`config.mk`:
```
export PLATFORM = sky130hd
export DESIGN_NAME = periph_bus_arbiter
export DESIGN_NICKNAME = d
export VERILOG_FILES = /design/src/rtl/periph_bus_arbiter.sv
export SDC_FILE = /design/constraint.sdc
export NUM_CORES = 1
export LEC_CHECK = 0
export CORE_AREA = 5 5 121 123
export DETAILED_ROUTE_END_ITERATION = 8
export DIE_AREA = 0 0 126 128
export PLACE_DENSITY_LB_ADDON = 0.05
export SYNTH_ARGS = -nofsm -noshare
export SYNTH_HDL_FRONTEND = slang
export SYNTH_SLANG_ARGS = --single-unit
```
`constraint.sdc`:
```
create_clock -name clock -period 1.7 [get_ports clock]
set_input_delay 0.34 -clock clock [delete_from_list [all_inputs] [get_ports clock]]
set_output_delay 0.34 -clock clock [all_outputs]
set_load 0.01 [all_outputs]
```
`src/rtl/periph_bus_arbiter.sv`:
```
// Two-master round-robin arbiter for the shared peripheral Wishbone register bus.
// The grant is held for a whole Wishbone cycle; a watchdog ends stalled accesses with an error.
module periph_bus_arbiter #(
    parameter int unsigned ADDR_W  = 32,
    parameter int unsigned DATA_W  = 32,
    parameter int unsigned TIMEOUT = 255
) (
    input  logic                  clock,
    input  logic                  reset_n,

    input  logic                  m0_cyc_i,
    input  logic                  m0_stb_i,
    input  logic                  m0_we_i,
    input  logic [DATA_W/8-1:0]   m0_sel_i,
    input  logic [ADDR_W-1:0]     m0_adr_i,
    input  logic [DATA_W-1:0]     m0_dat_i,
    output logic                  m0_ack_o,
    output logic                  m0_err_o,
    output logic [DATA_W-1:0]     m0_dat_o,

    input  logic                  m1_cyc_i,
    input  logic                  m1_stb_i,
    input  logic                  m1_we_i,
    input  logic [DATA_W/8-1:0]   m1_sel_i,
    input  logic [ADDR_W-1:0]     m1_adr_i,
    input  logic [DATA_W-1:0]     m1_dat_i,
    output logic                  m1_ack_o,
    output logic                  m1_err_o,
    output logic [DATA_W-1:0]     m1_dat_o,

    output logic                  s_cyc_o,
    output logic                  s_stb_o,
    output logic                  s_we_o,
    output logic [DATA_W/8-1:0]   s_sel_o,
    output logic [ADDR_W-1:0]     s_adr_o,
    output logic [DATA_W-1:0]     s_dat_o,
    input  logic                  s_ack_i,
    input  logic [DATA_W-1:0]     s_dat_i,

    output logic [1:0]            gnt_o,
    output logic                  timeout_irq_o,
    input  logic                  timeout_clr_i
);

    localparam int unsigned SEL_W = DATA_W / 8;
    localparam int unsigned CNT_W = $clog2(TIMEOUT + 1);
    localparam logic [CNT_W-1:0] CNT_LAST = CNT_W'(TIMEOUT - 1);

    typedef enum logic [1:0] {
        IDLE = 2'd0,
        GNT0 = 2'd1,
        GNT1 = 2'd2,
        ERR  = 2'd3
    } state_e;

    state_e           state_q, state_d;
    logic             last_q,  last_d;
    logic [CNT_W-1:0] cnt_q,   cnt_d;
    logic             irq_q,   irq_d;
    logic             timeout_evt;

    logic m0_req, m1_req;
    assign m0_req = m0_cyc_i & m0_stb_i;
    assign m1_req = m1_cyc_i & m1_stb_i;

    // Inputs of whichever master owns the bus while in a GNT state.
    logic              owner;
    logic              own_cyc, own_stb, own_we;
    logic [SEL_W-1:0]  own_sel;
    logic [ADDR_W-1:0] own_adr;
    logic [DATA_W-1:0] own_dat;

    assign owner   = (state_q == GNT1);
    assign own_cyc = owner ? m1_cyc_i : m0_cyc_i;
    assign own_stb = owner ? m1_stb_i : m0_stb_i;
    assign own_we  = owner ? m1_we_i  : m0_we_i;
    assign own_sel = owner ? m1_sel_i : m0_sel_i;
    assign own_adr = owner ? m1_adr_i : m0_adr_i;
    assign own_dat = owner ? m1_dat_i : m0_dat_i;

    // NOTE: every always_comb output gets a default first so no path can infer a latch.
    always_comb begin : next_state
        state_d     = state_q;
        last_d      = last_q;
        cnt_d       = cnt_q;
        timeout_evt = 1'b0;

        unique case (state_q)
            IDLE: begin
                cnt_d = '0;
                if (m0_req && m1_req) begin
                    state_d = last_q ? GNT0 : GNT1;
                end else if (m0_req) begin
                    state_d = GNT0;
                end else if (m1_req) begin
                    state_d = GNT1;
                end
            end
            GNT0, GNT1: begin
                if (!own_cyc) begin
                    state_d = IDLE;
                    last_d  = owner;
                end else if (s_ack_i) begin
                    cnt_d = '0;
                end else if (own_stb) begin
                    if (cnt_q == CNT_LAST) begin
                        // Remember the stalled master in last_q; ERR uses it to route the error.
                        state_d     = ERR;
                        last_d      = owner;
                        cnt_d       = '0;
                        timeout_evt = 1'b1;
                    end else begin
                        cnt_d = cnt_q + CNT_W'(1);
                    end
                end
            end
            ERR: begin
                state_d = IDLE;
                cnt_d   = '0;
            end
            default: state_d = IDLE;
        endcase

        // A new timeout wins over a clear in the same cycle.
        irq_d = timeout_evt | (irq_q & ~timeout_clr_i);
    end

    // NOTE: sequential state uses non-blocking assignments so every register samples pre-edge values.
    always_ff @(posedge clock or negedge reset_n) begin
        if (!reset_n) begin
            state_q <= IDLE;
            last_q  <= 1'b1;
            cnt_q   <= '0;
            irq_q   <= 1'b0;
        end else begin
            state_q <= state_d;
            last_q  <= last_d;
            cnt_q   <= cnt_d;
            irq_q   <= irq_d;
        end
    end

    always_comb begin : outputs
        s_cyc_o  = 1'b0;
        s_stb_o  = 1'b0;
        s_we_o   = 1'b0;
        s_sel_o  = '0;
        s_adr_o  = '0;
        s_dat_o  = '0;
        m0_ack_o = 1'b0;
        m0_err_o = 1'b0;
        m0_dat_o = '0;
        m1_ack_o = 1'b0;
        m1_err_o = 1'b0;
        m1_dat_o = '0;
        gnt_o    = 2'b00;

        unique case (state_q)
            GNT0, GNT1: begin
                s_cyc_o = own_cyc;
                s_stb_o = own_stb;
                s_we_o  = own_we;
                s_sel_o = own_sel;
                s_adr_o = own_adr;
                s_dat_o = own_dat;
                if (owner) begin
                    gnt_o    = 2'b10;
                    m1_ack_o = s_ack_i & own_cyc;
                    m1_dat_o = s_dat_i;
                end else begin
                    gnt_o    = 2'b01;
                    m0_ack_o = s_ack_i & own_cyc;
                    m0_dat_o = s_dat_i;
                end
            end
            ERR: begin
                if (last_q) begin
                    m1_err_o = 1'b1;
                end else begin
                    m0_err_o = 1'b1;
                end
            end
            default: ;
        endcase
    end

    assign timeout_irq_o = irq_q;

endmodule

```
==> run_results.csv, run 1 <==
group,metric,value,unit
setup_path,arrival,1850,ps
drt,viasPerCell,4.25,
drt,dr.pass1.iters,4,
min_path,holdCritPathClass,"in2async",
setup_path,path_class,"reg2out",
yosys,yosys.area.top_type_share,31.4,%
pwr,power.total,0.0121,W
pwr,ir_drop,832,µV
pwr,swShare,43.3,%
setup_path,cpMostUsedCell,"buf_6",
layout,design_area,6620,µm²
die,die_area,16100,µm²
layout,final_common_cell,"clkdlybuf4s50_1",
setup_path,r2r_cells,11,
global_route,grt_antenna_before_repair,1,
placed_design,port_buffers,319,
yosys,ys_ff_latch,12,
clock_tree,cts_made_buffers,3,
pwr,power_frac_seq,3.2,%
setup_path,critPathSlowestCell,"dfrtp_1",
yosys,ys_dominant_reg_cell,"dfrtp_1",
yosys,yosys_warnings,0,
drt,detail_route.iter0.violations,151,
sta,setup_violations,150,
sta,fmax,456,MHz
setup_path,crit_path_end,"s_dat_o[27]",
global_route,grt_pass1_wl,23000,µm
setup_path,startpoint,"state_q[1]$_DFFE_PN0P_",
sta,fin_skew,6.02,ps
setup_path,crit_fanout,6,
yosys,yosysTopAreaCell,"mux2i_1",
clock_tree,clkLatencyLatePin,250,ps
layout,multi_input_area,2080,µm²
yosys,synth_cells,320,
drt,wire_per_inst,19.1,µm
clock_tree,clockBufferDepth,2,
yosys,synthArstFlopShare,100,%
setup_path,cp-start-kind,"flop",
yosys,synth.avg_cell_area,7.08,µm²
placed_design,placed_cell_area,5970,µm²
die,die_x,126,µm
layout,drive_gt1_share,42.8,%
pwr,power.leakage,3.09,nW
clock_tree,clock-sinks,12,
layout,layout.nets,897,
clock_tree,clk_pin_slew_worst_paths,50,ps
setup_path,slowest_delay,400,ps
global_route,grt_max_degree,33,
yosys,synth_edf_count,0,
yosys,synth_area,2260,µm²
outcome,violations,"setup timing",
layout,register_area,302,µm²
placed_design,dpl.cell_count,833,
placed_design,place.gp.congestion,0.819,
yosys,yosysSeqAreaShare,13.3,%
setup_path,regToRegSetupSlack,-470,ps
global_route,overflow,0,
pwr,clkPwrFrac,4.1,%
yosys,synth_cell_types,31,
setup_path,cp_cell_sequence,"buf_6 -> ha_4 -> buf_12 -> buf_8 -> buf_6 -> buf_6 -> mux2i_1 -> nor2_1 -> buf_2",
sta,rsz0062_at_grt,"true",
die,die_h,128,µm
setup_path,r2r_start,"state_q[1]$_DFFE_PN0P_",
pwr,power_switching,0.00522,W
layout,fill_cells,1347,
global_route,grt_use_total,18.4,%
yosys,synth_area_leaders,"mux2i_1 31%, and2_1 18%, dfrtp_1 12%",
clock_tree,cts_tree,"built",
die,rows,43,
sta,fin_crit_sh,129,%
layout,areaGrowthSynthToFinish,192,%
drt,num_vias,3791,
sta,worst_slew_pin_slew,200,ps
pwr,pwr-share-comb,92.7,%
global_route,grt_pass1_vias,3885,
sta,slew_violations,0,
setup_path,r2r_end,"cnt_q[4]$_DFFE_PN0P_",
die,num_io_pins,320,
clock_tree,ctsHtreeMaxLevel,1,
sta,finalHoldViolations,0,
yosys,synthesis.nets,504,
layout,fin_cells,893,
pwr,p_per_area,1820,nW/µm²
outcome,outcome,"finished with violations",
clock_tree,clockRootBuffer,"clkbuf_16",
sta,slew_headroom,86.4,%
run,max_cap_violations,0,
layout,final_cell_mix,"178 x clkdlybuf4s50_1, 88 x buf_2, 66 x mux2i_1",
setup_path,required,1360,ps
sta,fin_crit,2190,ps
sta,fin_ws,-493,ps
die,core-area,13600,µm²
pwr,p_int,0.00685,W
die,start_util,16.7,%
setup_path,endpoint_kind,"primary output",
drt,drc,0,
drt,final_antenna_net_count,0,
placed_design,dp_hpwl,13300,µm
drt,routed_wl,17100,µm
==> final cells by class <==
cell class,count,share of cell area (%)
sequential,12,4.56
inverter,13,0.813
clock buffer,4,1.34
antenna,1,0.0378
timing repair buffer,413,58.4
multi-input combinational,270,31.4
tap,180,3.40
==> registers in the layout, summed over array words and instances (netlist names) <==
register,count
cnt_q,8
last_q,1
state_q,2
timeout_irq_o,1
==> cell usage after synthesis (all sizes together) (2+ instances only) <==
cell	n
clkbuf	14
nand2b	3
dfrtp	11
nand4	2
o22ai	5
a22oi	3
inv	13
o21ai	7
a21oi	5
nor2b	2
and3	4
nor2	72
buf	11
mux2i	71
nand3	7
nand2	8
o211ai	2
ha	6
and2	66
==> critical path, delay by kind of cell, from the launching register on <==
kind / cells / cell delay (ps)
fa+ha+maj: 1 / 190
mux: 1 / 100
simple gates: 1 / 120
flops: 1 / 400
buf+inv: 6 / 770
==> worst min-delay path by stage <==
stage	start	end	slack, ps	depth (start not counted)
2_1_floorplan	reset_n	cnt_q[0]$_DFFE_PN0P_	40	0
3_3_place_gp	cnt_q[4]$_DFFE_PN0P_	cnt_q[4]$_DFFE_PN0P_	530	1
3_5_place_dp	cnt_q[4]$_DFFE_PN0P_	cnt_q[4]$_DFFE_PN0P_	530	1
4_1_cts	reset_n	timeout_irq_o$_DFF_PN0_	420	2
5_1_grt	reset_n	timeout_irq_o$_DFF_PN0_	430	2
6_report	reset_n	timeout_irq_o$_DFF_PN0_	400	2
==> cell families after synthesis <==
kind of cell    share of synthesized area, %
simple gates                            37.3
mux                                     31.4
buf+inv                                 7.40
compound gates                          7.29
flops                                   13.3
fa+ha+maj                               3.31
==> metrics by stage <==
stage | hold WS (ps) | utilization [%] | TNS, ps | worst slack, ps
after floorplan | 44.4 | - | -661 | -32.6
after global placement | 525 | 44.0 | -59800 | -497
after detailed placement | 528 | 44.0 | -62610 | -527
after CTS | 415 | 44.5 | -60250 | -641
after global routing | 431 | 48.8 | -61850 | -538
final | 403 | 48.8 | -53260 | -493
==> power groups by stage <==
stage	Clock [W]	Sequential, W	Combinational, W
after floorplan	0	0.000411	0.00391
after global placement	0	0.000383	0.00925
after detailed placement	0	0.000387	0.00921
after CTS	0.000503	0.000383	0.00930
after global routing	0.000523	0.000391	0.0119
final	0.000497	0.000385	0.0112
==> routing by layer <==
| layer | up-vias | part of all wire [%] | GRT usage, % |
|---|---|---|---|
| met5 | - | 0 | 0 |
| met4 | 0 | 2.5 | 4.10 |
| met3 | 22 | 8.8 | 6.13 |
| met2 | 212 | 55 | 35.9 |
| met1 | 1704 | 34 | 18.9 |
| li1 | 1853 | - | - |
==> timing repair <==
item	4_1_cts	5_1_grt
hold buffers	0	0
buffers inserted	19	28
gates cloned	4	7
gates resized for setup	401	295
pin swaps	4	19
endpoints found under the setup margin	153	152
(Power assumes the default switching activity.)
==> inputs of run 2 (changes only) <==
- SLEW_MARGIN: not set -> 20
==> results of run 2 <==
Same layout as run 1: the final DEF is identical, and so are final timing and power.
==> inputs of run 3 (changes only) <==
- SLEW_MARGIN: 20 -> not set
==> results of run 3 <==
Same layout as run 1: the final DEF is identical, and so are final timing and power.
